File: src/rtl/mips_dbg_pkg.sv
// mips_dbg_pkg: shared definitions for the MIPS run/dump debug logic.
// Contents:
//   state_e          - run monitor state encoding
//   DefaultEndPc     - PC marking completion of the fib program
//   DefaultDumpBase  - first data-memory word holding fib results
//   DefaultDumpCount - number of fib result words
package mips_dbg_pkg;

  typedef enum logic [2:0] {
    StIdle,
    StRun,
    StRd,
    StWait,
    StOut,
    StDone,
    StTout
  } state_e;

  localparam logic [31:0] DefaultEndPc     = 32'h44;
  localparam int unsigned DefaultDumpBase  = 16;
  localparam int unsigned DefaultDumpCount = 15;

endpackage

File: src/rtl/mem_dump_monitor_if.sv
// mem_dump_monitor_if: data-memory read port plus dump stream of the run monitor.
// Signals:
//   dmem_addr/dmem_re  - word address and read strobe (monitor -> memory)
//   dmem_rdata         - registered read data, valid one cycle after dmem_re
//   dump_data/index    - streamed word and its index (monitor -> sink)
//   dump_valid/ready   - stream handshake
// Modports: master (monitor side), slave (memory + sink side).
interface mem_dump_monitor_if #(
  parameter int unsigned DMEM_AW = 8,
  parameter int unsigned DATA_W  = 32,
  parameter int unsigned IDX_W   = 4
);

  logic [DMEM_AW-1:0] dmem_addr;
  logic               dmem_re;
  logic [DATA_W-1:0]  dmem_rdata;
  logic [DATA_W-1:0]  dump_data;
  logic [IDX_W-1:0]   dump_index;
  logic               dump_valid;
  logic               dump_ready;

  modport master (
    output dmem_addr, dmem_re, dump_data, dump_index, dump_valid,
    input  dmem_rdata, dump_ready
  );

  modport slave (
    input  dmem_addr, dmem_re, dump_data, dump_index, dump_valid,
    output dmem_rdata, dump_ready
  );

endinterface

File: src/rtl/dump_sequencer.sv
// dump_sequencer: steps the dump index through RD/WAIT/OUT and runs the stream handshake.
// Ports:
//   clk, reset   - clock, asynchronous active-low reset
//   state        - current monitor state (owned by the top)
//   bus          - memory read port and dump stream (master side)
//   hs           - handshake this cycle (OUT and dump_ready)
//   last         - current index is the final word
//   checksum     - running sum of handshaken words (only with DUMP_CHECKSUM_EN)
module dump_sequencer
  import mips_dbg_pkg::*;
#(
  parameter int unsigned DMEM_AW    = 8,
  parameter int unsigned DATA_W     = 32,
  parameter int unsigned DUMP_BASE  = DefaultDumpBase,
  parameter int unsigned DUMP_COUNT = DefaultDumpCount,
  parameter int unsigned IDX_W      = $clog2(DUMP_COUNT + 1)
) (
  input  logic                clk,
  input  logic                reset,
  input  state_e              state,
  mem_dump_monitor_if.master  bus,
  output logic                hs,
  output logic                last
`ifdef DUMP_CHECKSUM_EN
  ,
  output logic [DATA_W-1:0]   checksum
`endif
);

  localparam logic [IDX_W-1:0]   LastIdx  = IDX_W'(DUMP_COUNT - 1);
  localparam logic [DMEM_AW-1:0] BaseAddr = DMEM_AW'(DUMP_BASE);

  logic [IDX_W-1:0]  idx_q, idx_d;
  logic [DATA_W-1:0] data_q, data_d;

  assign hs   = (state == StOut) && bus.dump_ready;
  assign last = (idx_q == LastIdx);

  always_comb begin
    idx_d  = idx_q;
    data_d = data_q;
    if (state == StWait) begin
      data_d = bus.dmem_rdata;
    end
    // Index stays on the final word once the dump completes.
    if (hs && !last) begin
      idx_d = idx_q + IDX_W'(1);
    end
  end

  always_ff @(posedge clk or negedge reset) begin
    if (!reset) begin
      idx_q  <= '0;
      data_q <= '0;
    end else begin
      idx_q  <= idx_d;
      data_q <= data_d;
    end
  end

  // Address wraps modulo 2^DMEM_AW; gated so the port reads zero outside RD.
  assign bus.dmem_re    = (state == StRd);
  assign bus.dmem_addr  = bus.dmem_re ? (BaseAddr + DMEM_AW'(idx_q)) : '0;
  assign bus.dump_valid = (state == StOut);
  assign bus.dump_data  = data_q;
  assign bus.dump_index = idx_q;

`ifdef DUMP_CHECKSUM_EN
  logic [DATA_W-1:0] sum_q;

  always_ff @(posedge clk or negedge reset) begin
    if (!reset) begin
      sum_q <= '0;
    end else if (hs) begin
      sum_q <= sum_q + data_q;
    end
  end

  assign checksum = sum_q;
`endif

endmodule

File: src/rtl/mem_dump_monitor.sv
// mem_dump_monitor: watches the fetch PC for END_PC or a cycle budget, then holds the core
// and streams DUMP_COUNT data-memory words starting at DUMP_BASE.
// Optional feature macro: DUMP_CHECKSUM_EN adds the checksum output.
// Ports:
//   clk, reset   - clock, asynchronous active-low reset
//   pc, pc_valid - core fetch PC and core-running flag
//   cpu_hold     - stall request, high from end detection until reset
//   bus          - memory read port and dump stream (master side)
//   cycle_count  - cycles spent in RUN, frozen after leaving RUN
//   done         - dump complete (sticky)
//   timeout      - budget expired without end match (sticky)
//   checksum     - sum of handshaken dump words (DUMP_CHECKSUM_EN only)
module mem_dump_monitor
  import mips_dbg_pkg::*;
#(
  parameter logic [31:0] END_PC     = DefaultEndPc,
  parameter int unsigned DMEM_AW    = 8,
  parameter int unsigned DATA_W     = 32,
  parameter int unsigned DUMP_BASE  = DefaultDumpBase,
  parameter int unsigned DUMP_COUNT = DefaultDumpCount,
  parameter int unsigned TIMEOUT_W  = 20
) (
  input  logic                  clk,
  input  logic                  reset,
  input  logic [31:0]           pc,
  input  logic                  pc_valid,
  output logic                  cpu_hold,
  mem_dump_monitor_if.master    bus,
  output logic [TIMEOUT_W-1:0]  cycle_count,
  output logic                  done,
  output logic                  timeout
`ifdef DUMP_CHECKSUM_EN
  ,
  output logic [DATA_W-1:0]     checksum
`endif
);

  localparam int unsigned          IdxW   = $clog2(DUMP_COUNT + 1);
  localparam logic [TIMEOUT_W-1:0] CntMax = '1;

  if (DUMP_COUNT < 1) begin : g_bad_count
    $error("DUMP_COUNT must be at least 1");
  end

  state_e               state_q, state_d;
  logic [TIMEOUT_W-1:0] cnt_q, cnt_d;
  logic                 end_match;
  logic                 seq_hs;
  logic                 seq_last;

  assign end_match = (state_q == StRun) && (pc == END_PC);

  always_comb begin
    state_d = state_q;
    cnt_d   = cnt_q;
    unique case (state_q)
      StIdle: begin
        if (pc_valid) begin
          state_d = StRun;
        end
      end
      StRun: begin
        // The budget trips on the cycle whose increment reaches all-ones, so exactly
        // 2^TIMEOUT_W-1 RUN cycles elapse; an end match in that cycle takes priority.
        cnt_d = cnt_q + TIMEOUT_W'(1);
        if (end_match) begin
          state_d = StRd;
        end else if (cnt_d == CntMax) begin
          state_d = StTout;
        end else if (!pc_valid) begin
          state_d = StIdle;
          cnt_d   = '0;
        end
      end
      StRd:   state_d = StWait;
      StWait: state_d = StOut;
      StOut: begin
        if (seq_hs) begin
          state_d = seq_last ? StDone : StRd;
        end
      end
      StDone: state_d = StDone;
      StTout: state_d = StTout;
      default: begin
        state_d = StIdle;
        cnt_d   = '0;
      end
    endcase
  end

  always_ff @(posedge clk or negedge reset) begin
    if (!reset) begin
      state_q <= StIdle;
      cnt_q   <= '0;
    end else begin
      state_q <= state_d;
      cnt_q   <= cnt_d;
    end
  end

  // Hold is combinational from the match so the core stalls on the matching fetch.
  assign cpu_hold    = end_match || !(state_q inside {StIdle, StRun});
  assign done        = (state_q == StDone);
  assign timeout     = (state_q == StTout);
  assign cycle_count = cnt_q;

  dump_sequencer #(
    .DMEM_AW   (DMEM_AW),
    .DATA_W    (DATA_W),
    .DUMP_BASE (DUMP_BASE),
    .DUMP_COUNT(DUMP_COUNT),
    .IDX_W     (IdxW)
  ) u_seq (
    .clk     (clk),
    .reset   (reset),
    .state   (state_q),
    .bus     (bus),
    .hs      (seq_hs),
    .last    (seq_last)
`ifdef DUMP_CHECKSUM_EN
    ,
    .checksum(checksum)
`endif
  );

endmodule
File: src/flat_wrapper.sv
// flat-port wrapper written by rule: the top's interface ports become plain ports
module mem_dump_monitor_flat import mips_dbg_pkg::*;
#(
  parameter logic [31:0] END_PC     = DefaultEndPc,
  parameter int unsigned DMEM_AW    = 8,
  parameter int unsigned DATA_W     = 32,
  parameter int unsigned DUMP_BASE  = DefaultDumpBase,
  parameter int unsigned DUMP_COUNT = DefaultDumpCount,
  parameter int unsigned TIMEOUT_W  = 20
)
  (clk, reset, pc, pc_valid, cpu_hold, cycle_count, done, timeout, bus_dmem_addr, bus_dmem_re, bus_dump_data, bus_dump_index, bus_dump_valid, bus_dmem_rdata, bus_dump_ready);
  mem_dump_monitor_if #(.DMEM_AW(DMEM_AW), .DATA_W(DATA_W)) bus_i ();
  input  logic clk;
  input  logic reset;
  input  logic [31:0] pc;
  input  logic pc_valid;
  output logic cpu_hold;
  output logic [TIMEOUT_W-1:0] cycle_count;
  output logic done;
  output logic timeout;
  output wire logic [$bits(bus_i.dmem_addr)-1:0] bus_dmem_addr;
  output wire logic [$bits(bus_i.dmem_re)-1:0] bus_dmem_re;
  output wire logic [$bits(bus_i.dump_data)-1:0] bus_dump_data;
  output wire logic [$bits(bus_i.dump_index)-1:0] bus_dump_index;
  output wire logic [$bits(bus_i.dump_valid)-1:0] bus_dump_valid;
  input wire logic [$bits(bus_i.dmem_rdata)-1:0] bus_dmem_rdata;
  input wire logic [$bits(bus_i.dump_ready)-1:0] bus_dump_ready;
  assign bus_dmem_addr = bus_i.dmem_addr;
  assign bus_dmem_re = bus_i.dmem_re;
  assign bus_dump_data = bus_i.dump_data;
  assign bus_dump_index = bus_i.dump_index;
  assign bus_dump_valid = bus_i.dump_valid;
  assign bus_i.dmem_rdata = bus_dmem_rdata;
  assign bus_i.dump_ready = bus_dump_ready;
  mem_dump_monitor #(.END_PC(END_PC), .DMEM_AW(DMEM_AW), .DATA_W(DATA_W), .DUMP_BASE(DUMP_BASE), .DUMP_COUNT(DUMP_COUNT), .TIMEOUT_W(TIMEOUT_W)) u_core (.clk(clk), .reset(reset), .pc(pc), .pc_valid(pc_valid), .cpu_hold(cpu_hold), .bus(bus_i), .cycle_count(cycle_count), .done(done), .timeout(timeout));
endmodule
File: config.mk
export PLATFORM = sky130hd
export DESIGN_NAME = mem_dump_monitor_flat
export DESIGN_NICKNAME = d
export VERILOG_FILES = /design/src/rtl/mips_dbg_pkg.sv /design/src/rtl/mem_dump_monitor_if.sv /design/src/rtl/dump_sequencer.sv /design/src/rtl/mem_dump_monitor.sv /design/src/flat_wrapper.sv
export SDC_FILE = /design/constraint.sdc
export NUM_CORES = 1
export LEC_CHECK = 0
export BUFFER_PORTS_ARGS = -buffer_cell sky130_fd_sc_hd__clkbuf_2
export CORE_UTILIZATION = 44
export CTS_CLUSTER_DIAMETER = 120
export DETAILED_ROUTE_END_ITERATION = 12
export PLACE_DENSITY = 0.76
export SETUP_SLACK_MARGIN = 0.1
export SYNTH_ARGS = -nofsm -noshare
export SYNTH_HDL_FRONTEND = slang
export SYNTH_HIERARCHICAL = 1
export SYNTH_SLANG_ARGS = --single-unit
File: constraint.sdc
create_clock -name clk -period 3 [get_ports clk]
set_clock_uncertainty 0.05 [all_clocks]
set_input_delay 0.9 -clock clk [delete_from_list [all_inputs] [get_ports clk]]
set_output_delay 0.9 -clock clk [all_outputs]
set_load 0.05 [all_outputs]
* Yosys cells after proc, flatten, opt, wreduce, memory -nomap -nowiden *
Cells that the tools add are included.

word-level totals
  RAM bits = 0
  ROM bits = 0
  word-level logic and storage cells = 41
  memories kept = 0
  bits in latches = 0
  register bits = 59

cells by class
  $add $sub $neg = 3
  multiplexer cells = 12
  reductions and logical operators = 10
  div/mod/pow operators = 0
  shift-type cells = 0
  bitwise operators = 0
  order comparisons = 0
  multiply operators = 0
  equality and inequality tests = 12

operator list
  kind                                                  number
  two-way mux 20 bit                                    3
  one-hot mux 20 bit (2 select lines)                   1
  equality test 32 x 7 -> 1 bit, second input constant  1
  one-hot mux 3 bit (7 select lines)                    1
  adder 20 x 1 -> 20 bit, second input constant         1
  equality test 20 bit, second input constant           1
  two-way mux 3 bit                                     6
  equality test 3 bit, second input constant            3
  adder 5 x 4 -> 6 bit, first input constant            1
  equality test 3 x 2 -> 1 bit, second input constant   2
  two-way mux 6 bit                                     1
  OR reduction 6 bit                                    1
  adder 4 x 1 -> 4 bit, second input constant           1
  equality test 4 bit, second input constant            1
  != test 4 x 3 -> 1 bit, second input constant         1
  equality test 3 x 1 -> 1 bit, second input constant   1
  logical AND 1 bit                                     3
  zero test 3 bit                                       1
  AND reduction 3 bit                                   1
  zero test 1 bit                                       2
  != test 2 x 1 -> 1 bit, second input constant         1
  != test 2 bit, second input constant                  1
  nonzero test 2 bit                                    1
  logical OR 1 bit                                      1

* Longest topological paths before layout *
Gate-level depths: netlist of the first run.

  depth after elaboration = 5
  mapped depth = 12
  mapped depth without buffers = 9

* Hierarchy *
Netlist of the first run, hierarchy kept.

by module, submodules not included
  module            instances  area each (um2)  cells each
  mem_dump_monitor  1          1,906.8          235
  dump_sequencer    1          1,544.0          99

* Worst setup path after synthesis of the first run *
Ideal clock, no wire load.

  kind = register to register
  from = register u_core.cnt_q[0], in the netlist u_core/cycle_count[0]
  to = register u_core.cnt_q[16], in the netlist u_core/cycle_count[16]
  clock period less this slack = 3,354 ps
  required time = 2,868 ps
  buffers on the path = 2
  data arrival time = 3,222 ps
  setup slack = -354 ps
  cell stages (with the launch flop) = 11
  setup time = 82 ps
  cell sequence = dfrtp_1 > buf_2 > nand4_1 > nor4_1 > xnor2_1 > a31oi_1 > or4_4 > o31ai_4 > buf_6 > o211ai_1 > a31oi_1

between the ends
  longest elaborated chain between the ends = 5
  elaborated cells on any way between the ends = 6
  those cells by class = add/sub: 1; eq/ne: 1; mux: 4

RTL lines
  element                                                     RTL line                                        RTL
  start, declared                                             mem_dump_monitor.sv:46                          logic [TIMEOUT_W-1:0] cnt_q, cnt_d;
  start signal, assigned                                      mem_dump_monitor.sv:97                          cnt_q <= cnt_d;
  adder 20 x 1 -> 20 bit (*)                                  mem_dump_monitor.sv:65                          cnt_d = cnt_q + TIMEOUT_W'(1);
  equality test 20 bit or two-way mux 20 bit (tied branches)  mem_dump_monitor.sv:68, mem_dump_monitor.sv:70
  two-way mux 20 bit                                          mem_dump_monitor.sv:68                          end else if (cnt_d == CntMax) begin
  two-way mux 20 bit (*)                                      mem_dump_monitor.sv:66                          if (end_match) begin
  one-hot mux 20 bit (2 select lines) (*)                     mem_dump_monitor.sv:56                          unique case (state_q)

Every way passes the cells marked *; elsewhere a longest branch is shown, timed or not.
A chain may end at the register's enable or synchronous reset.

* Worst setup path in the final report of the first run *
  from = input port pc[30]
  to = output port cpu_hold

between the ends
  longest elaborated chain between the ends = 3

RTL lines
  element                        RTL line                 RTL
  start, declared                flat_wrapper.sv:15       input logic [31:0] pc;
  equality test 32 x 7 -> 1 bit  mem_dump_monitor.sv:51   assign end_match = (state_q == StRun) && (pc == END_PC);
  logical AND 1 bit              mem_dump_monitor.sv:51
  logical OR 1 bit               mem_dump_monitor.sv:102  assign cpu_hold = end_match || !(state_q inside {StIdle, StRun});
  end, declared                  flat_wrapper.sv:17       output logic cpu_hold;

No other way between the ends.

==> flow_metrics.tcl, run 1 <==
set metrics [dict create \
    p_leak_nw 2.28 \
    ir_drop_mv 0.255 \
    max-slew-margin-rel_pct 60.3 \
    worst_setup_path_start_kind "input pin" \
    powerDensity_mw_per_mm2 591 \
    synth_cells 334 \
    timing.final.ws_setup_ns -0.0468 \
    yosys.area.top_type "dfrtp_1" \
    grt_max_degree 36 \
    grt.overflow.total 0 \
    clock_latency_ns 0.33 \
    initial_utilization_pct 46.6 \
    maxCapViolations 0 \
    ys_seq_elements 59 \
    worstPathRequired_ns 2.05 \
    place_hpwl_um 6500 \
    period_share_pct 102 \
    clk_pin_slew_ns 0.06 \
    htree_num_levels 3 \
    r2r_start "u_core/cycle_count[1]" \
    holdCritStartpoint "u_core/u_seq/bus.dump_data[19]" \
    slew_viol_final 0 \
    setup-violations-final 6 \
    path_max_fanout 2 \
    synthToLayoutAreaGrowth_pct 41.5 \
    chipWidth_um 90.6 \
    drc 0 \
    r2r_setup_slack_ns -0.04 \
    vias_per_cell 5.75 \
    grt_pass1_wl_um 15300 \
    hold_violations 0 \
    design_area_mm2 0.00488 \
    synth_area_leaders "dfrtp_1 (43%), mux2_2 (7.2%), a31oi_1 (5.3%)" \
    fin_total_pwr_w 0.00289 \
    numCtsBuffers 9 \
    synth-main-ff-cell "dfrtp_1" \
    place.gp.congestion 0.905 \
    fmax_mhz 328 \
    core_region_area_mm2 0.00741 \
    reg2regPathDepth 12 \
    postPlaceCellArea_mm2 0.00421 \
    cts_tree "yes" \
    via_count 3443 \
    avgSynthCellArea_um2 10.3 \
    outcome "finished with violations" \
    cts.path.max_buffers 2 \
    drt-total-wl_um 10100 \
    grt_usage_pct 23.0 \
    cp-end-kind "output port" \
    antenna_cells 0 \
    place_ws_ns -0.116 \
    worstPathArrival_ns 2.10 \
    fp.dieH_um 90.6 \
    io_pins 137 \
    yosysTopAreaCellShare_pct 42.8 \
    wire_per_inst_um 16.9 \
    holdPathStages 1 \
    drive_gt1_share_pct 54.6 \
    layout_common_cells "clkbuf_2 (130), dfrtp_1 (52), buf_4 (33), nand3_1 (23), a31oi_1 (23)" \
    final.fill_count 572 \
    yosys_warnings 6 \
    hold_class "reg -> reg" \
    worst_pin_slew_ns 0.596 \
    async_reset_ff_share_pct 100 \
    drt_iter0_drc 218 \
    violations "setup timing" \
    cts_root_buffer "clkbuf_8" \
    grt_pass1_vias 3191 \
    rsz0062_at_grt "yes" \
    regToRegEndpoint "u_core/cycle_count[11]" \
    ys_seq_area_share_pct 42.8 \
    clock-sinks 59 \
    antenna_found_initial 0 \
    dieArea_mm2 0.00820 \
    final_nets 569 \
    fin_crit_ns 3.05 \
    synth_edf_count 0 \
    yosysUniqueCellTypes 57 \
    ant_nets 0 \
    layout_commonest_cell "clkbuf_2" \
    syn-cell-area_mm2 0.00345 \
    postLayoutCoreUtil_pct 65.9 \
    std_cell_rows 31 \
    numPortBuffers 133 \
    crit_type "in -> out" \
    dr.pass1.iters 5 \
    hold_end "u_core/u_seq/bus.dump_data[19]" \
]
-- sequential cells by signal, indices dropped and copies added, names as in the netlist --
signal / count
u_core/state_q: 3
u_core/u_seq/bus.dump_data: 32
u_core/cycle_count: 20
u_core/u_seq/bus.dump_index: 4
-- area by class of cell --
type                       instances  area (um2)  area share [%]
multi-input combinational        235        1960            40.2
clock buffer                      10         138            2.82
sequential                        59        1490            30.5
timing repair buffer             177        1090            22.2
clock inverter                     5        30.0           0.615
inverter                          14        52.6            1.08
tap                               99         124            2.54
-- routing by layer --
layer | global-route usage, % | routed length (um)
met1 | 30.2 | 4160
met2 | 37.3 | 5050
met3 | 4.21 | 649
met4 | 9.41 | 252
met5 | 0 | 0
-- through the flow --
step | hold WS (ns) | TNS [ns] | instances
final | 0.453 | -0.110 | 599
after floorplan | 0.554 | 0 | 336
after CTS | 0.456 | 0 | 588
after global routing | 0.475 | -1.11 | 599
after global placement | 0.435 | -0.0884 | 561
after detailed placement | 0.443 | -0.116 | 561
-- worst max path at each step --
stage,start,end,slack [ns]
2_1_floorplan,u_core/cycle_count[1],u_core/cycle_count[16],0.03
3_3_place_gp,pc[4],cpu_hold,-0.09
3_5_place_dp,pc[0],cpu_hold,-0.12
4_1_cts,pc[4],cpu_hold,0.05
5_1_grt,u_core/cycle_count[1],u_core/cycle_count[9],-0.11
6_report,pc[30],cpu_hold,-0.05
-- synthesized netlist by cell type, types with 3 or more instances --
| cell type | count |
|---|---|
| mux2_4 | 10 |
| and4_1 | 4 |
| o21ai_0 | 7 |
| nand3b_1 | 6 |
| nand4_1 | 11 |
| a31oi_1 | 29 |
| a21oi_1 | 12 |
| nand3_1 | 25 |
| dfrtp_1 | 59 |
| nor3b_1 | 3 |
| buf_6 | 9 |
| nand4b_1 | 3 |
| nor3_1 | 5 |
| inv_1 | 14 |
| clkbuf_1 | 4 |
| ha_1 | 5 |
| mux2_2 | 22 |
| buf_4 | 7 |
| clkbuf_4 | 3 |
| and3_1 | 7 |
| and2_1 | 4 |
| nor4_1 | 10 |
| o22ai_1 | 3 |
| nor2_1 | 8 |
| nand2_1 | 19 |
| xnor2_1 | 5 |
-- power by group --
part	switching [W]	internal, W
Combinational	0.000815	0.000337
Sequential	0.000149	0.000963
Clock	0.000311	0.000313
-- critical path, cell delays in order --
cell       delay [ns]
buf_6            0.10
nor4_4           0.29
nand4_1          0.15
nor2_2           0.16
and4_4           0.23
or3_4            0.13
clkbuf_16        0.15
-- cell families after synthesis --
| group | Yosys count | share of synthesized area (%) |
|---|---|---|
| buffers and inverters | 42 | 8.01 |
| and+or+nand+nor | 121 | 21.3 |
| muxes | 34 | 12.1 |
| AOI/OAI and AO/OA | 66 | 12.4 |
| other | 1 | 0.109 |
| xor gates and xnor gates | 6 | 1.52 |
| adders and majority gates | 5 | 1.81 |
| DFF | 59 | 42.8 |
-- what timing repair did --
item | CTS | global route
hold buffers | 0 | 0
resized for setup | 10 | 53
cloned | 0 | 2
setup buffers | 12 | 11
endpoints found under the setup margin | 7 | 24
hold endpoints to repair | 0 | 0
pin swaps | 1 | 36
Power figures use the tool's default switching activity.
==> run 2: changes to the inputs <==
CORE_UTILIZATION = 30   (was 44)
PLACE_DENSITY = 0.56   (was 0.76)
clock period = 2.73 ns   (was 3 ns; I/O delays follow)
==> flow_metrics.tcl, run 2 (synthesis results as in run 1) <==
set metrics [dict create \
    outcome "finished with violations" \
    violations "setup timing" \
    place.gp.congestion 0.860 \
    maxCapViolations 0 \
    antenna_found_initial 0 \
    place_hpwl_um 7110 \
    grt_usage_pct 16.6 \
    antenna_cells 0 \
    worstPathArrival_ns 3.02 \
    clk_pin_slew_ns 0.05 \
    setup-tns-final_ns -1.08 \
    io_pins 137 \
    crit_type "reg -> reg" \
    drive_gt1_share_pct 55.8 \
    via_count 3356 \
    path_max_fanout 6 \
    numCtsBuffers 9 \
    clock_latency_ns 0.33 \
    fin_crit_ns 2.82 \
    dr.pass1.iters 5 \
    htree_num_levels 3 \
    numPortBuffers 133 \
    rsz0062_at_grt "yes" \
    grt_max_degree 36 \
    clock-sinks 59 \
    final_nets 574 \
    largest_reg_flops 32 \
    synthToLayoutAreaGrowth_pct 47.8 \
    timing.final.ws_setup_ns -0.0931 \
    cts_tree "yes" \
    ctsHoldBuffers 0 \
    hold_class "in -> async" \
    ir_drop_mv 0.653 \
    core_region_area_mm2 0.0110 \
    layout_commonest_cell "clkbuf_2" \
    cp-end-kind "flip-flop" \
    drt_iter0_drc 237 \
    cpMostUsedCell "buf_6" \
    powerDensity_mw_per_mm2 691 \
    worst_setup_path_start_kind "flip-flop" \
    grt.overflow.total 0 \
    cpPeakStageDelay_ns 0.56 \
    max-slew-margin-rel_pct 63.3 \
    fp.dieH_um 109 \
    grt_pass1_vias 3065 \
    vias_per_cell 5.20 \
    postLayoutCoreUtil_pct 46.2 \
    period_share_pct 103 \
    slew_viol_final 0 \
    wire_per_inst_um 15.6 \
    cts_root_buffer "clkbuf_16" \
    worst_pin_slew_ns 0.550 \
    std_cell_rows 38 \
    layout_common_cells "clkbuf_2 (129), dfrtp_1 (52), buf_4 (38), a31oi_1 (28), nand3_1 (23)" \
    chipWidth_um 109 \
    hold_violations 0 \
    setup-violations-final 21 \
    drc 0 \
    worstPathRequired_ns 2.93 \
    ant_nets 0 \
    drt-total-wl_um 10100 \
    fmax_mhz 354 \
    cts.path.max_buffers 2 \
    p_leak_nw 2.37 \
    dieArea_mm2 0.0119 \
    slowest_stage "or4_4" \
    crit_chain "ha_4 -> buf_6 -> a21oi_2 -> mux2i_1 -> and2b_2 -> o221ai_2 -> or4_4 -> o31ai_4 -> buf_6 -> buf_4 -> nand2_4 -> o22ai_2" \
    initial_utilization_pct 31.3 \
    grt_pass1_wl_um 15100 \
]
run 2: worst max-delay path, delay by kind of cell (launching register included):
| kind | cells | cell delay, ns |
|---|---|---|
| compound gates | 4 | 0.63 |
| mux | 1 | 0.08 |
| flops | 1 | 0.51 |
| fa+ha+maj | 1 | 0.18 |
| simple gates | 3 | 0.87 |
| buf+inv | 3 | 0.41 |
run 2: stage by stage:
stage / hold WS (ns) / cells / power [W] / setup slack, ns / instance area, um2
floorplan: 0.473 / 336 / 0.00214 / -0.240 / 3490
global placement: 0.435 / 621 / 0.00246 / -0.0906 / 4440
detailed placement: 0.443 / 621 / 0.00248 / -0.128 / 4440
CTS: 0.425 / 643 / 0.00355 / -0.0572 / 4950
global route: 0.446 / 645 / 0.00370 / -0.165 / 5100
finish: 0.415 / 645 / 0.00353 / -0.0931 / 5100
run 2: metal layers:
| metal | part of all wire [%] | track usage (%) | routed length, um |
|---|---|---|---|
| met1 | 42 | 19.8 | 4240 |
| met2 | 48 | 27.0 | 4830 |
| met3 | 8.0 | 6.40 | 812 |
| met4 | 2.0 | 6.57 | 202 |
| met5 | 0 | 0 | 0 |
run 2: final timing paths:
kind / startpoint / to / slack (ns) / cells after the start
min in group clk: u_core/u_seq/bus.dump_data[13] / u_core/u_seq/bus.dump_data[13] / 0.45 / 1
hold / removal: reset / u_core/u_seq/bus.dump_data[14] / 0.41 / 1
max in group asynchronous: reset / u_core/cycle_count[17] / 1.62 / 2
setup reg to reg: u_core/cycle_count[1] / u_core/cycle_count[5] / -0.09 / 12
hold reg to reg: u_core/u_seq/bus.dump_data[13] / u_core/u_seq/bus.dump_data[13] / 0.45 / 1
setup / recovery: u_core/cycle_count[1] / u_core/cycle_count[5] / -0.09 / 12
run 2: area by class of cell:
class / instances / area [um2]
Clock inverter: 5 / 30.0
Sequential cell: 59 / 1490
Tap cell: 140 / 175
Inverter: 14 / 52.6
Timing Repair Buffer: 182 / 1140
Multi-Input combinational cell: 235 / 1970
Clock buffer: 10 / 239
Fill cell: 1059 / 5930
run 2: report_power, final:
group	internal (W)	leakage, nW	switching (W)
sequential	0.00106	0.729	0.000144
combinational	0.000388	1.51	0.000917
clock	0.000627	0.130	0.000390
run 2: what timing repair did:
action | CTS | global route
setup endpoints to repair | 24 | 24
buffers inserted | 6 | 2
cloned | 1 | 1
resized for setup | 38 | 23
pin swaps | 30 | 13
